==> config.mk <==
export PLATFORM = sky130hd
export DESIGN_NAME = decim3_acc_flat
export DESIGN_NICKNAME = d
export VERILOG_FILES = /design/src/rtl/decim3_acc_pkg.sv /design/src/rtl/decim3_acc_if.sv /design/src/rtl/decim3_acc_phase_cnt.sv /design/src/rtl/decim3_acc.sv /design/src/flat_wrapper.sv
export SDC_FILE = /design/constraint.sdc
export NUM_CORES = 1
export LEC_CHECK = 0
export CORE_ASPECT_RATIO = 1.5
export CORE_MARGIN = 4
export CORE_UTILIZATION = 27
export CTS_CLUSTER_SIZE = 14
export DETAILED_ROUTE_END_ITERATION = 6
export GPL_TIMING_DRIVEN = 0
export PLACE_DENSITY = 0.43
export RECOVER_POWER = 25
export SYNTH_ARGS = -nofsm -noshare
export SYNTH_HDL_FRONTEND = slang
export SYNTH_HIERARCHICAL = 1
export SYNTH_SLANG_ARGS = --single-unit
==> constraint.sdc <==
create_clock -name clk_in -period 3.15 [get_ports clk_in]
set_input_delay 0.7875 -clock clk_in [delete_from_list [all_inputs] [get_ports clk_in]]
set_output_delay 0.7875 -clock clk_in [all_outputs]
set_load 0.01 [all_outputs]
==> src/rtl/decim3_acc_pkg.sv <==
// Shared DFE constants: sample widths, decimation factor and phase type.
`default_nettype none

package dfe_pkg;
  localparam int DATA_W       = 16;
  localparam int OUT_W        = DATA_W + 2;
  localparam int DECIM_FACTOR = 3;

  typedef logic [1:0] phase_t;
endpackage

`default_nettype wire

==> src/rtl/decim3_acc_if.sv <==
// Valid/ready sample stream in and result stream out of the decimator.
`default_nettype none

interface decim3_acc_if #(
  parameter int DATA_W = dfe_pkg::DATA_W,
  parameter int OUT_W  = DATA_W + 2
);
  logic              in_valid;
  logic [DATA_W-1:0] in_data;
  logic              in_ready;
  logic              out_valid;
  logic [OUT_W-1:0]  out_data;
  logic              out_ready;

  modport master (
    output in_valid, in_data, out_ready,
    input  in_ready, out_valid, out_data
  );

  modport slave (
    input  in_valid, in_data, out_ready,
    output in_ready, out_valid, out_data
  );
endinterface

`default_nettype wire

==> src/rtl/decim3_acc_phase_cnt.sv <==
// Mod-DECIM_FACTOR phase counter; clear restarts the count, honouring a same-cycle advance.
`default_nettype none

module decim_phase_cnt
  import dfe_pkg::*;
(
  input  logic   clk_in,
  input  logic   rst,
  input  logic   advance,
  input  logic   clear,
  output phase_t phase
);

  localparam phase_t LAST = phase_t'(DECIM_FACTOR - 1);

  always_ff @(posedge clk_in) begin
    if (rst) begin
      phase <= '0;
    end else if (clear) begin
      // The sample arriving on a clear edge becomes phase 0 of the new group.
      phase <= advance ? phase_t'(1) : '0;
    end else if (advance) begin
      phase <= (phase == LAST) ? '0 : phase + phase_t'(1);
    end
  end

endmodule

`default_nettype wire

==> src/rtl/decim3_acc.sv <==
// Decimate-by-3 accumulator (sum of three samples) with a sign-extending bypass mode.
`default_nettype none

module decim3_acc #(
  parameter int DATA_W = dfe_pkg::DATA_W,
  parameter int OUT_W  = DATA_W + 2
) (
  input  logic         clk_in,
  input  logic         rst,
  input  logic         EN,
  decim3_acc_if.slave  bus
);

  import dfe_pkg::*;

  generate
    if (OUT_W != DATA_W + 2) begin : g_out_w_check
      $error("decim3_acc: OUT_W must equal DATA_W+2");
    end
  endgenerate

  localparam phase_t LAST = phase_t'(DECIM_FACTOR - 1);

  logic                    en_q;
  logic                    en_change;
  logic                    in_fire;
  logic                    out_fire;
  logic                    load;
  phase_t                  phase;
  phase_t                  eff_phase;
  logic signed [OUT_W-1:0] sample;
  logic signed [OUT_W-1:0] acc;
  logic signed [OUT_W-1:0] sum;

  assign bus.in_ready = !bus.out_valid || bus.out_ready;
  assign in_fire      = bus.in_valid && bus.in_ready;
  assign out_fire     = bus.out_valid && bus.out_ready;
  assign en_change    = (EN != en_q);
  assign sample       = OUT_W'($signed(bus.in_data));
  assign sum          = acc + sample;

  // A mode change discards the partial group, so this edge counts as phase 0.
  assign eff_phase = en_change ? '0 : phase;
  assign load      = in_fire && (!EN || (eff_phase == LAST));

  decim_phase_cnt u_phase (
    .clk_in  (clk_in),
    .rst     (rst),
    .advance (in_fire && EN),
    .clear   (en_change),
    .phase   (phase)
  );

  always_ff @(posedge clk_in) begin
    if (rst) begin
      en_q <= 1'b0;
    end else begin
      en_q <= EN;
    end
  end

  always_ff @(posedge clk_in) begin
    if (rst || !EN) begin
      acc <= '0;
    end else if (in_fire) begin
      if (eff_phase == '0) begin
        acc <= sample;
      end else if (load) begin
        acc <= '0;
      end else begin
        acc <= sum;
      end
    end else if (en_change) begin
      acc <= '0;
    end
  end

  always_ff @(posedge clk_in) begin
    if (rst) begin
      bus.out_valid <= 1'b0;
      bus.out_data  <= '0;
    end else if (load) begin
      bus.out_valid <= 1'b1;
      bus.out_data  <= EN ? sum : sample;
    end else if (out_fire) begin
      bus.out_valid <= 1'b0;
    end
  end

endmodule

`default_nettype wire

==> src/flat_wrapper.sv <==
// flat-port wrapper written by rule: the top's interface ports become plain ports
module decim3_acc_flat import dfe_pkg::*;
#(
  parameter int DATA_W = dfe_pkg::DATA_W,
  parameter int OUT_W  = DATA_W + 2
)
  (clk_in, rst, EN, bus_in_valid, bus_in_data, bus_out_ready, bus_in_ready, bus_out_valid, bus_out_data);
  decim3_acc_if #(.DATA_W(DATA_W), .OUT_W(OUT_W)) bus_i ();
  input  logic clk_in;
  input  logic rst;
  input  logic EN;
  input wire logic [$bits(bus_i.in_valid)-1:0] bus_in_valid;
  input wire logic [$bits(bus_i.in_data)-1:0] bus_in_data;
  input wire logic [$bits(bus_i.out_ready)-1:0] bus_out_ready;
  output wire logic [$bits(bus_i.in_ready)-1:0] bus_in_ready;
  output wire logic [$bits(bus_i.out_valid)-1:0] bus_out_valid;
  output wire logic [$bits(bus_i.out_data)-1:0] bus_out_data;
  assign bus_i.in_valid = bus_in_valid;
  assign bus_i.in_data = bus_in_data;
  assign bus_i.out_ready = bus_out_ready;
  assign bus_in_ready = bus_i.in_ready;
  assign bus_out_valid = bus_i.out_valid;
  assign bus_out_data = bus_i.out_data;
  decim3_acc #(.DATA_W(DATA_W), .OUT_W(OUT_W)) u_core (.clk_in(clk_in), .rst(rst), .EN(EN), .bus(bus_i));
endmodule
==> out/qor.txt, run 1 <==
Status: finished clean
Post-Layout Cell Count: 577
Reg-to-reg endpoint: u_core/acc[7]
Antenna Cells: 0
Worst setup EP type: flop
Startpoint Class: input pin
Internal power: 0.992 mW
Gp weighted congestion: 0.912
Leakage: 1.44 nW
Post-DRT Antenna Nets: 0
Synth top cells by count: a21oi_1 (44), dfxtp_1 (40), nand2_1 (38)
Pwr Density: 394 nW/um2
Overall Power: 1.46 mW
First-pass iteration count of the detailed router: 5
Total grt overflow: 0
Die ar.: 12,700 um2
Startpoint of the worst hold path: u_core/acc[3]
HP Class: reg -> reg
CTS tree: done
Hold-fix buffers at CTS: 0
DR vias: 3,157
Syn_nets: 425
CTS sink count: 40
Cell Chain, Critical Path: clkdlybuf4s50_1, ha_1, inv_1, fa_1, nand2b_1, a21oi_4, o21ai_2, o31ai_2, xnor2_1, a31oi_1
Required time of the worst setup path: 3300 ps
Synth Cell Area: 2960 um2
Setup WS pre-CTS: -357 ps
Max Freq: 0.335 GHz
Core Util, Final: 0.348
Post-synthesis async set-or-reset flop share: 0
DR vias/cell: 5.47
Final Skew: 2.65 ps
Cells after Synth: 386
Max Root-Sink Buffers: 2
Max cap viols: 0
Worst R2R Start: u_core/bus.out_valid
Boundary Pins: 41
Number of nets in the layout: 471
Net Sw Frac: 0.322
RSZ-0062 raised after global routing: false
R2r setup slk: 760 ps
Hold slack: 459 ps
Top cell type's share of synthesized area: 0.271
Number of flops mapped to enable cells by yosys: 0
PortBufs: 39
Worst Hold Endpoint: u_core/acc[3]
Total CTS buffers: 5
Slowest cell on crit path: clkdlybuf4s50_1
Synth Register Bits: 40
Seq pwr share: 0.376
Final hold vios: 0
Setup Fix Bufs, Post-CTS: 0
Initial DRC count: 213
CTS clk-pin slew, worst paths: 60 ps
Pin count of the biggest net entering global routing: 13
# resized after CTS: 1
Final Max Tran Viols: 0
Mean post-synth cell area: 7.66 um2
CP Max Fanout: 4
H-tree Lvls: 2
Design area: 3710 um2
DP Area: 3530 um2
Fin crit share: 0.949
Final min period: 2990 ps
Initial Util: 0.278
Cell taking the most area after synthesis: dfxtp_1
Combinational Power Share: 0.250
Crit path DAT: 3140 ps
Initial antenna violation count: 0
Setup CP Type: in -> reg
Largest cells by area after synthesis: dfxtp_1 (27%), a21oi_1 (7.4%), ha_1 (7.2%), nand2_1 (4.8%), o21ai_0 (4.6%)
Synth-to-Final Area Change: 25.5%
Synth Warn #: 6
Worst-Margin Slew: 1180 ps
Routed wire per std cell: 19.6 um
Placed Cells: 569
Clock Root Buffer: clkbuf_16
Final Setup Violations: 0
DRC violations left: 0
Synth Flop Type: dfxtp_1
Peak supply drop: 0.000205 V
Clk_lat worst skew: 290 ps
Total Wirelength: 11,300 um
P_sw: 0.470 mW
Vias in the first global route: 3,047
Most common cell in the netlist: a21oi_1
Clock power share: 0.374
Post-Route Setup TNS: 0 ps
Row cnt: 46
Seq/Total Area, Yosys: 0.271
Hpwl dp: 8260 um
Final WS setup: 162 ps
Chip height: 136 um
R2R depth: 6
First-pass GRT wire length: 17,200 um
CP max stage delay: 520 ps
CORE AREA: 10,600 um2
GRT Overall Usage: 0.181
Slew margin rel.: 0.212
Die width: 93.4 um
Hold Path Stages: 2
Distinct cells, synth: 63
Layout cells sized above 1: 0.0831
==> cell families (layout without fill, tap and decap cells) <==
kind of cell | after synthesis | after routing | synth area share
compound gates | 147 | 147 | 0.317
mux | 6 | 6 | 0.0207
simple gates | 126 | 126 | 0.220
fa+ha+maj | 18 | 18 | 0.0787
xor+xnor | 11 | 11 | 0.0389
buf+inv | 38 | 85 | 0.0533
flops | 40 | 40 | 0.271
==> worst max-delay path by stage <==
stage                        start                      end  slack (ps)  depth (start not counted)
CTS                  bus_out_ready  u_core/bus.out_data[15]          40                          8
detailed placement  bus_in_data[0]  u_core/bus.out_data[12]        -360                         10
floorplan           bus_in_data[0]  u_core/bus.out_data[14]         620                          9
global route        bus_in_data[0]           u_core/acc[10]           7                         10
global placement    bus_in_data[0]  u_core/bus.out_data[12]        -340                         10
finish              bus_in_data[0]  u_core/bus.out_data[14]         160                         10
==> state kept, by name (all words and copies together) (netlist names) <==
name	cells
u_core/en_q	1
u_core/u_phase/phase	2
u_core/bus.out_valid	1
u_core/acc	18
u_core/bus.out_data	18
==> worst max-delay path, delay by kind of cell <==
| kind | cells | cell delay (ps) |
|---|---|---|
| buf+inv | 2 | 580 |
| fa+ha+maj | 2 | 600 |
| simple gates | 1 | 210 |
| xor+xnor | 1 | 200 |
| compound gates | 4 | 750 |
==> power groups by stage <==
stage / Combinational, mW / Clock, mW / Sequential, mW
final: 0.366 / 0.547 / 0.549
after global routing: 0.400 / 0.584 / 0.552
after CTS: 0.366 / 0.563 / 0.550
after detailed placement: 0.364 / 0 / 0.561
after global placement: 0.362 / 0 / 0.561
after floorplan: 0.213 / 0 / 0.565
==> cells in the final DEF (no fill, tap or decap), types with 4 or more instances in the layout <==
cell type / instances
o21ai_0: 26
clkdlybuf4s50_1: 25
or3_1: 5
dfxtp_1: 40
clkbuf_1: 11
nand2b_1: 4
nor2_1: 24
ha_1: 17
a211oi_1: 11
nand2_1: 38
o211ai_1: 7
xnor2_1: 7
a21o_1: 11
a31oi_1: 9
a32oi_1: 4
buf_2: 6
o31ai_1: 4
clkbuf_16: 5
a21oi_1: 43
dlygate4sd3_1: 14
inv_1: 17
nand3_1: 10
and3_1: 4
nor2b_1: 4
a22oi_1: 4
and4_1: 4
mux2i_1: 5
nor3_1: 9
nand4_1: 4
==> layer usage <==
metal,vias to the layer above,wire length [um],part of all wire,global-route usage
met2,88,5790,0.51,0.322
met5,-,0,0,0
met3,18,454,0.040,0.0205
met1,1511,4600,0.41,0.211
met4,0,438,0.039,0.0905
li1,1540,-,-,-
==> area by class of cell <==
type	count	area (um2)
buffer	19	86.3
clock buffer	6	139
inverter	19	71.3
tap	144	180
clock inverter	2	10.0
timing repair buffer	39	390
multi-input combinational	308	2030
sequential	40	801
fill	1152	6940
Note: power is estimated with default switching activity, not from simulation.
==> run 2, diff against run 1 <==
Settings changed: CAP_MARGIN from default to 15, CTS_CLUSTER_SIZE 14 to 24.
==> results of run 2 <==
The final DEF is identical to that of run 1; final timing and power are the same.
==> run 3, diff against run 2 <==
Settings changed: PLACE_DENSITY 0.43 to 0.45.
Clock period 3.15 ns to 2.4 ns, I/O delays scaled along.
==> run 3 against run 2 <==
Net effect: worst setup slack got worse by 78 ps; sequential share of layout area down 1.9 points; critical endpoint is now u_core/acc[17]; cell count up 1.4%; largest power group is now the clock network; worst hold slack got worse by 7.9 ps; highest routed layer unchanged; wire length fell by 0.79%; sequential power increased by 32%; power rose by 40%; non-clock buffer count increased by 8; register-to-register slack lost 550 ps.
==> out/qor.txt, run 3 (same netlist as run 1, synthesis figures left out) <==
Status: finished clean
Startpoint Class: input pin
Worst-Margin Slew: 725 ps (-457 ps)
Overall Power: 2.05 mW (+40%)
Max Root-Sink Buffers: 2 (unchanged)
Total Wirelength: 11,200 um (-0.79%)
Total CTS buffers: 5 (unchanged)
Die width: 93.4 um (unchanged)
Vias in the first global route: 3,254 (+6.8%)
Chip height: 136 um (unchanged)
CP max stage delay: 510 ps (about the same)
CTS clk-pin slew, worst paths: 60 ps (about the same)
Setup CP Type: in -> reg
Leakage: 1.56 nW (+8.3%)
Fillers: 1,099 (-4.6%)
Final Max Tran Viols: 0 (unchanged)
Fin crit share: 0.965
HP Class: reg -> reg
GRT Overall Usage: 0.183 (+0.00253)
CTS tree: done
Pin count of the biggest net entering global routing: 13 (unchanged)
Peak supply drop: 0.000222 V (+8.2%)
Commonest non-fill, non-tap cell in the layout: dfxtp_1
Slew margin rel.: 0.517 (+0.305)
Top flop regs: u_core/acc (18), u_core/bus.out_data (18), u_core/u_phase/phase (2)
Clock Root Buffer: clkbuf_16
Worst path bufs/invs: 2 (unchanged)
Initial DRC count: 244 (+15%)
Total grt overflow: 0 (unchanged)
Cell Chain, Critical Path: dlygate4sd2_1, ha_1, buf_4, and4_4, nand3_1, a21oi_2, nor3_2, or4_1, nand3_1
Initial antenna violation count: 0 (unchanged)
Pwr Density: 503 nW/um2 (+27%)
Post-Layout Cell Count: 585 (+1.4%)
Final WS setup: 83.4 ps (-78.3 ps)
Post-Route Setup TNS: 0 ps (unchanged)
Post-DRT Antenna Nets: 0 (unchanged)
Boundary Pins: 41 (unchanged)
Hold slack: 451 ps (-7.89 ps)
Final min period: 2320 ps
Antenna Cells: 0 (unchanged)
RSZ-0062 raised after global routing: true
Max Freq: 0.432 GHz
H-tree Lvls: 2 (unchanged)
Slowest cell on crit path: or4_1
First-pass iteration count of the detailed router: 4 (-1)
First-pass GRT wire length: 17,700 um (+3.0%)
Layout cells sized above 1: 0.186 (+0.103)
Routed wire per std cell: 19.1 um (-2.1%)
CTS sink count: 40 (unchanged)
Number of nets in the layout: 479 (+1.7%)
PortBufs: 39 (unchanged)
Required time of the worst setup path: 2640 ps (-660 ps)
DR vias/cell: 5.42 (-0.90%)
Top delay family on crit path: simple AND/OR/NAND/NOR gates
Setup WS pre-CTS: -975 ps (-618 ps)
CP Max Fanout: 10 (+6)
Clk_lat worst skew: 300 ps (about the same)
Worst setup EP type: flop
Worst path most repeated cell: nand3_1
Synth-to-Final Area Change: 37.8%
Final Skew: 7.11 ps (+4.46 ps)
Crit path DAT: 2560 ps (-580 ps)
DRC violations left: 0 (unchanged)
Final Setup Violations: 0 (unchanged)
Gp weighted congestion: 0.827 (-9.2%)
Placed Cells: 569 (unchanged)
Hpwl dp: 7980 um (-3.4%)
Final hold vios: 0 (unchanged)
Commonest cells after routing, fill and taps aside: dfxtp_1 (40), a21oi_1 (39), nand2_1 (37)
Row cnt: 46 (unchanged)
Initial Util: 0.278 (unchanged)
Max cap viols: 0 (unchanged)
CORE AREA: 10,600 um2 (unchanged)
Die ar.: 12,700 um2 (unchanged)
Hold-fix buffers at CTS: 0 (unchanged)
DR vias: 3,172 (+0.48%)
## run 3: worst paths after layout
kind,startpoint,to,slack [ps],cells after the start
hold reg to reg,u_core/bus.out_data[1],u_core/bus.out_data[1],450,2
setup / recovery,bus_in_data[11],u_core/acc[17],80,9
hold / removal,u_core/bus.out_data[1],u_core/bus.out_data[1],450,2
setup reg to reg,u_core/acc[0],u_core/bus.out_data[12],210,10
## run 3: metrics by stage
| stage | area (um2) | util |
|---|---|---|
| 6_report | 4080 | 0.383 |
| 5_1_grt | 4080 | 0.383 |
| 4_1_cts | 3990 | 0.374 |
| 3_5_place_dp | 3530 | 0.331 |
| 3_3_place_gp | 3530 | 0.331 |
| 2_1_floorplan | 2960 | - |
## run 3: cell type report
type / instances / area, um2 / area share
multi-input combinational: 308 / 2300 / 0.564
timing repair buffer: 48 / 447 / 0.110
clock inverter: 2 / 35.0 / 0.00860
buffer: 18 / 109 / 0.0267
tap: 144 / 180 / 0.0442
clock buffer: 6 / 129 / 0.0316
inverter: 19 / 76.3 / 0.0187
sequential: 40 / 801 / 0.196
## run 3: timing repair
item,4_1_cts,5_1_grt
resized for setup,70,23
pin swaps,9,10
setup endpoints to repair,37,28
buffers inserted,5,4
## run 3: worst min-delay path: cells and delay by family, from the launching register on
family          cells  cell delay, ps
simple gates        1              50
flops               1             310
compound gates      1              50
## run 3: power by group
part	total [mW]	switching (mW)	internal (mW)
sequential	0.724	0.0256	0.698
clock	0.789	0.299	0.490
combinational	0.534	0.307	0.227
## run 3: routing by layer
layer / GRT usage / up-vias / routed length [um]
met5: 0 / - / 0
li1: - / 1557 / -
met2: 0.331 / 64 / 5830
met4: 0.0774 / 0 / 307
met1: 0.214 / 1534 / 4610
met3: 0.0244 / 17 / 441
